## config.mk

```make
export PLATFORM = sky130hd
export DESIGN_NAME = counter_pulse_driver
export DESIGN_NICKNAME = d
export VERILOG_FILES = /design/src/rtl/counter_drv_pkg.sv /design/src/rtl/tc_edge_detect.sv /design/src/rtl/counter_pulse_driver.sv
export SDC_FILE = /design/constraint.sdc
export NUM_CORES = 1
export LEC_CHECK = 0
export ABC_AREA = 1
export BUFFER_PORTS_ARGS = -buffer_cell sky130_fd_sc_hd__clkbuf_2
export CORE_MARGIN = 5
export CORE_UTILIZATION = 40
export CTS_BUF_LIST = sky130_fd_sc_hd__clkbuf_4 sky130_fd_sc_hd__clkbuf_8
export CTS_CLUSTER_DIAMETER = 40
export DETAILED_ROUTE_END_ITERATION = 7
export GPL_ROUTABILITY_DRIVEN = 0
export MAX_ROUTING_LAYER = met4
export SLEW_MARGIN = 20
export SYNTH_ARGS = -nofsm -noshare
export SYNTH_HDL_FRONTEND = slang
export SYNTH_SLANG_ARGS = --single-unit
```

## constraint.sdc

```tcl
create_clock -name clk -period 1.8 [get_ports clk]
set_input_delay 0.36 -clock clk [delete_from_list [all_inputs] [get_ports clk]]
set_output_delay 0.36 -clock clk [all_outputs]
set_load 0.1 [all_outputs]
```

## src/rtl/counter_drv_pkg.sv

```systemverilog
// Shared definitions for the 74192 pulse driver: command encoding, FSM state codes
// and default timing.
package counter_drv_pkg;

    typedef enum logic [1:0] {
        OP_CLEAR = 2'b00,
        OP_LOAD  = 2'b01,
        OP_UP    = 2'b10,
        OP_DOWN  = 2'b11
    } cmd_op_e;

    typedef logic [2:0] state_t;

    localparam state_t ST_IDLE      = 3'd0;
    localparam state_t ST_CLR       = 3'd1;
    localparam state_t ST_LOAD      = 3'd2;
    localparam state_t ST_LOAD_HOLD = 3'd3;
    localparam state_t ST_P_LO      = 3'd4;
    localparam state_t ST_P_HI      = 3'd5;

    localparam int DEF_PULSE_LO = 2;
    localparam int DEF_PULSE_HI = 2;

    localparam logic [3:0] BCD_MAX = 4'd9;

endpackage

```

## src/rtl/tc_edge_detect.sv

```systemverilog
// Brings an active-low terminal-count return into the clock domain and flags each
// falling edge with a one-cycle pulse.
module tc_edge_detect (
    input  logic clk,
    input  logic rst_n,
    input  logic tc_n_i,
    output logic fall_o
);

    logic sync1_q;
    logic sync2_q;
    logic last_q;
    logic fall_q;

    always_ff @(posedge clk) begin
        if (!rst_n) begin
            sync1_q <= 1'b1;
            sync2_q <= 1'b1;
            last_q  <= 1'b1;
            fall_q  <= 1'b0;
        end else begin
            sync1_q <= tc_n_i;
            sync2_q <= sync1_q;
            last_q  <= sync2_q;
            fall_q  <= last_q & ~sync2_q;
        end
    end

    assign fall_o = fall_q;

endmodule

```

## src/rtl/counter_pulse_driver.sv

```systemverilog
// Command-driven pulse generator for a 74192 up/down BCD counter: clear, parallel
// load and bursts of count pulses, plus carry/borrow event detection.
module counter_pulse_driver
    import counter_drv_pkg::*;
#(
    parameter int PULSE_LO = DEF_PULSE_LO,
    parameter int PULSE_HI = DEF_PULSE_HI
) (
    input  logic       clk,
    input  logic       rst_n,
    input  logic       cmd_valid,
    output logic       cmd_ready,
    input  logic [1:0] cmd_op,
    input  logic [3:0] cmd_data,
    output logic       done,
    output logic       err,
    output logic       UP,
    output logic       DN,
    output logic       PL,
    output logic       MR,
    output logic [3:0] D,
    input  logic       TCU,
    input  logic       TCD,
    output logic       carry_evt,
    output logic       borrow_evt,
    output state_t     dbg_state_o
);

    localparam logic [3:0] LO_LAST = 4'(PULSE_LO - 1);
    localparam logic [3:0] HI_LAST = 4'(PULSE_HI - 1);

    state_t     state_q, state_d;
    logic [3:0] timer_q, timer_d;
    logic [3:0] cnt_q, cnt_d;
    logic       dir_dn_q, dir_dn_d;
    logic [3:0] d_q, d_d;
    logic       done_q, done_d;
    logic       err_q, err_d;
    logic       up_q, dn_q, pl_q, mr_q;
    logic       accept;

    // Handshake: a command transfers on a rising edge where cmd_valid and cmd_ready
    // are both 1; op/data are captured only then. cmd_valid while busy is dropped.
    assign cmd_ready = rst_n && (state_q == ST_IDLE);
    assign accept    = cmd_valid && cmd_ready;

    always_comb begin
        state_d  = state_q;
        timer_d  = timer_q;
        cnt_d    = cnt_q;
        dir_dn_d = dir_dn_q;
        d_d      = d_q;
        done_d   = 1'b0;
        err_d    = 1'b0;
        case (state_q)
            ST_IDLE: begin
                if (accept) begin
                    case (cmd_op)
                        OP_CLEAR: begin
                            state_d = ST_CLR;
                            timer_d = HI_LAST;
                        end
                        OP_LOAD: begin
                            if (cmd_data <= BCD_MAX) begin
                                state_d = ST_LOAD;
                                timer_d = LO_LAST;
                                d_d     = cmd_data;
                            end else begin
                                err_d = 1'b1;
                            end
                        end
                        default: begin
                            if (cmd_data == 4'd0) begin
                                done_d = 1'b1;
                            end else begin
                                state_d  = ST_P_LO;
                                timer_d  = LO_LAST;
                                cnt_d    = cmd_data;
                                dir_dn_d = (cmd_op == OP_DOWN);
                            end
                        end
                    endcase
                end
            end
            ST_CLR: begin
                if (timer_q == 4'd0) begin
                    state_d = ST_IDLE;
                    done_d  = 1'b1;
                end else begin
                    timer_d = timer_q - 4'd1;
                end
            end
            ST_LOAD: begin
                if (timer_q == 4'd0) state_d = ST_LOAD_HOLD;
                else                 timer_d = timer_q - 4'd1;
            end
            ST_LOAD_HOLD: begin
                state_d = ST_IDLE;
                done_d  = 1'b1;
            end
            ST_P_LO: begin
                if (timer_q == 4'd0) begin
                    state_d = ST_P_HI;
                    timer_d = HI_LAST;
                end else begin
                    timer_d = timer_q - 4'd1;
                end
            end
            ST_P_HI: begin
                if (timer_q != 4'd0) begin
                    timer_d = timer_q - 4'd1;
                end else begin
                    if (cnt_q != 4'd0) cnt_d = cnt_q - 4'd1;
                    if (cnt_q <= 4'd1) begin
                        state_d = ST_IDLE;
                        done_d  = 1'b1;
                    end else begin
                        state_d = ST_P_LO;
                        timer_d = LO_LAST;
                    end
                end
            end
            default: state_d = ST_IDLE;
        endcase
    end

    // PL/MR follow the next state; count pins are retimed from the current state,
    // so each UP/DN pulse trails its P_LO state by one cycle.
    always_ff @(posedge clk) begin
        if (!rst_n) begin
            state_q  <= ST_IDLE;
            timer_q  <= 4'd0;
            cnt_q    <= 4'd0;
            dir_dn_q <= 1'b0;
            d_q      <= 4'd0;
            done_q   <= 1'b0;
            err_q    <= 1'b0;
            up_q     <= 1'b1;
            dn_q     <= 1'b1;
            pl_q     <= 1'b0;
            mr_q     <= 1'b0;
        end else begin
            state_q  <= state_d;
            timer_q  <= timer_d;
            cnt_q    <= cnt_d;
            dir_dn_q <= dir_dn_d;
            d_q      <= d_d;
            done_q   <= done_d;
            err_q    <= err_d;
            up_q     <= !((state_q == ST_P_LO) && !dir_dn_q);
            dn_q     <= !((state_q == ST_P_LO) && dir_dn_q);
            pl_q     <= (state_d == ST_LOAD);
            mr_q     <= (state_d == ST_CLR);
        end
    end

    tc_edge_detect u_tcu_edge (
        .clk    (clk),
        .rst_n  (rst_n),
        .tc_n_i (TCU),
        .fall_o (carry_evt)
    );

    tc_edge_detect u_tcd_edge (
        .clk    (clk),
        .rst_n  (rst_n),
        .tc_n_i (TCD),
        .fall_o (borrow_evt)
    );

    assign done        = done_q;
    assign err         = err_q;
    assign UP          = up_q;
    assign DN          = dn_q;
    assign PL          = pl_q;
    assign MR          = mr_q;
    assign D           = d_q;
    assign dbg_state_o = state_q;

endmodule

```

==> flow_summary.json <==
{
  "portBuffers": 26,
  "grt_start_max_net_pins": 13,
  "mappedNetlistArea_um2": 1460,
  "tightest_slew_margin_relative_to_the_limit_pct": 63.5,
  "final.setup.worst_slack_ns": 0.112,
  "synth.ff_latch_count": 30,
  "grt_first_pass_wirelength_um": 5020,
  "avgViaCountPerCell": 4.52,
  "grt_pass1_vias": 1091,
  "coreArea_um2": 3580,
  "final_layout_size_suffix_gt1_share_pct": 23.8,
  "gr-usage-all-layers_pct": 13.3,
  "worst_slew_pin_slew_ns": 0.550,
  "totalNegativeSetupSlack_ns": 0,
  "yosysWarnings": 0,
  "worstHoldPathType": "in -> reg",
  "globalRouteOverflowTotal": 0,
  "proportion_of_power_drawn_by_flip_flops_and_latches_pct": 37.7,
  "powerDensity_nw_per_um2": 1110,
  "power.static_leakage_nw": 0.912,
  "clk_path_buf_depth": 2,
  "final_max_slew_viol_count": 0,
  "reg2regPathDepth": 8,
  "clock_insertion_delay_worst_skew_ns": 0.32,
  "outcome": "complete, no violations",
  "final-hold-violation-count": 0,
  "share_clk_of_total_power_pct": 36.2,
  "most_common_cell_after_layout_fill_and_taps_aside": "sky130_fd_sc_hd__nand2_1",
  "syn_to_final_growth_pct": 21.8,
  "finalWorstPathRequiredPeriod_ns": 1.69,
  "post-cts-setup-buffers": 0,
  "antenna_found_initial": 0,
  "die_area_um2": 4940,
  "wl_um": 3050,
  "fin_hold_ws_ns": 0.214,
  "cts_hold_buffers": 0,
  "final_antenna_net_count": 0,
  "crit_type": "reg -> out",
  "hold_path_depth": 2,
  "worst-path-stages": 4,
  "rsz_0062_raised_after_global_routing": "no",
  "p_sw_uw": 639,
  "drc": 0,
  "design.final.nets": 254,
  "critPathCaptureType": "output port",
  "synth_edf_count": 0,
  "achievable-frequency_mhz": 592,
  "path_delay_family": "simple AND/OR/NAND/NOR gates",
  "multi_input_comb_area_um2": 747,
  "internal_power_mw": 1.33,
  "tritoncts_clock_tree": "done",
  "initial_core_util_pct": 40.7,
  "power_frac_comb_pct": 26.0,
  "final_skew_ns": 0.00877,
  "worst_path_largest_cell_delay_ns": 0.38,
  "vdd_ir_drop_max_mv": 0.427,
  "crit_slowest_cell": "sky130_fd_sc_hd__dfxtp_2",
  "setup_violations": 0,
  "wl_per_cell_um": 10.6,
  "asyncSetResetFlopFracSynth_pct": 0,
  "synth.distinct_cells": 24,
  "synthesis.instances": 208,
  "timing.final.crit_share_pct": 93.8,
  "tritoncts.num_buffers": 5,
  "startpoint_type": "flip-flop",
  "fill_cells": 367,
  "seq_area_frac_synth_pct": 41.3,
  "crit_fanout": 6,
  "row_count": 22,
  "post-place-cells": 280,
  "die_y_um": 70.3,
  "clock_sinks": 30,
  "regArea_um2": 604,
  "dp_slack_ns": 0.239,
  "io_pins": 27,
  "cts_repair_resize_count": 0,
  "hpwl_dp_um": 2330,
  "avgSynthCellArea_um2": 7.00,
  "critPathMostFrequentCell": "sky130_fd_sc_hd__nor2_4",
  "antennaDiodeCount": 0,
  "critical_path_required_ns": 1.44,
  "worst_path_bufs_invs": 1,
  "layout.cells.most_common_list": "sky130_fd_sc_hd__nand2_1, sky130_fd_sc_hd__nor2_1, sky130_fd_sc_hd__dfxtp_1, sky130_fd_sc_hd__clkbuf_2, sky130_fd_sc_hd__inv_1",
  "dr.pass1.iters": 4,
  "final_cells": 288,
  "clockRootBuffer": "sky130_fd_sc_hd__clkbuf_4",
  "design_power_total_mw": 1.97,
  "yosys_most_used_dff": "sky130_fd_sc_hd__dfxtp_1",
  "max_cap_viol_count": 0,
  "initialDrtViolationCount": 69,
  "vias": 1301,
  "cts_max_level": 2,
  "switching_share_pct": 32.4,
  "die_x_um": 70.3,
  "nets_in_the_synthesized_netlist": 223,
  "critical_path_arrival_ns": 1.33,
  "clk_transition_reported_paths_ns": 0.10,
  "sequence_of_cells_on_the_critical_path": "nor2_4 > nand2_2 > nor2_4 > buf_12"
}
==> sequential cells by signal, summed over array words and instances (netlist names), 3 cells and up <==
| signal | flops |
|---|---|
| cnt_q | 4 |
| dbg_state_o | 3 |
| timer_q | 4 |
| D | 4 |
==> power by group through the flow <==
stage	sequential (mW)	combinational [mW]	clock (mW)
global placement	0.761	0.512	0
CTS	0.746	0.516	0.734
finish	0.745	0.513	0.716
global route	0.752	0.575	0.756
floorplan	0.848	0.317	0
detailed placement	0.761	0.512	0
==> logic make-up after synthesis <==
| kind of cell | share of synthesized area, % |
|---|---|
| buffers and inverters | 7.91 |
| flip-flops | 41.3 |
| AND/OR/NAND/NOR | 37.0 |
| AO/OA/AOI/OAI | 8.60 |
| XOR/XNOR | 1.81 |
| adder cells (fa/ha/maj) | 3.44 |
==> final cells by class <==
class / count / share of cell area (%)
Inverter: 24 / 5.08
Clock buffer: 6 / 2.89
Multi-Input combinational cell: 150 / 42.1
Timing Repair Buffer: 28 / 9.03
Tap cell: 48 / 3.39
Clock inverter: 2 / 3.39
Sequential cell: 30 / 34.1
==> metal layers <==
metal	routed length, µm	global-route usage [%]
met5	0	-
met4	45	4.47
met1	1480	17.5
met2	1340	18.9
met3	184	4.46
==> final timing paths <==
kind,from,slack (ns),end
hold / removal,TCD,0.21,u_tcd_edge.sync1_q
hold reg to reg,u_tcd_edge.last_q,0.41,u_tcd_edge.fall_o
setup / recovery,dbg_state_o[2],0.11,cmd_ready
setup reg to reg,timer_q[0],0.23,MR
==> through the flow <==
stage	cell area, µm²	util, %
after floorplan	1470	-
after global placement	1660	46.4
after detailed placement	1660	46.4
after CTS	1770	49.5
after global routing	1770	49.5
final	1770	49.5
==> Yosys cell counts, types with 2 or more instances <==
cell type	instances	share of area, %
sky130_fd_sc_hd__nand2_2	2	0.86
sky130_fd_sc_hd__o21ai_0	12	4.1
sky130_fd_sc_hd__ha_1	4	3.4
sky130_fd_sc_hd__nand3_1	15	5.2
sky130_fd_sc_hd__dfxtp_1	30	41
sky130_fd_sc_hd__o21ai_1	4	1.4
sky130_fd_sc_hd__buf_2	2	0.69
sky130_fd_sc_hd__inv_1	21	5.4
sky130_fd_sc_hd__nor2_1	42	11
sky130_fd_sc_hd__a21oi_1	9	3.1
sky130_fd_sc_hd__nor3_1	2	0.69
sky130_fd_sc_hd__nand2_1	43	11
sky130_fd_sc_hd__inv_2	3	0.77
sky130_fd_sc_hd__xor2_1	2	1.2
sky130_fd_sc_hd__or2_2	6	2.6
sky130_fd_sc_hd__nand3_2	2	1.4
sky130_fd_sc_hd__nor2_4	2	1.5
No activity file was read; power rests on OpenSTA's default activity.
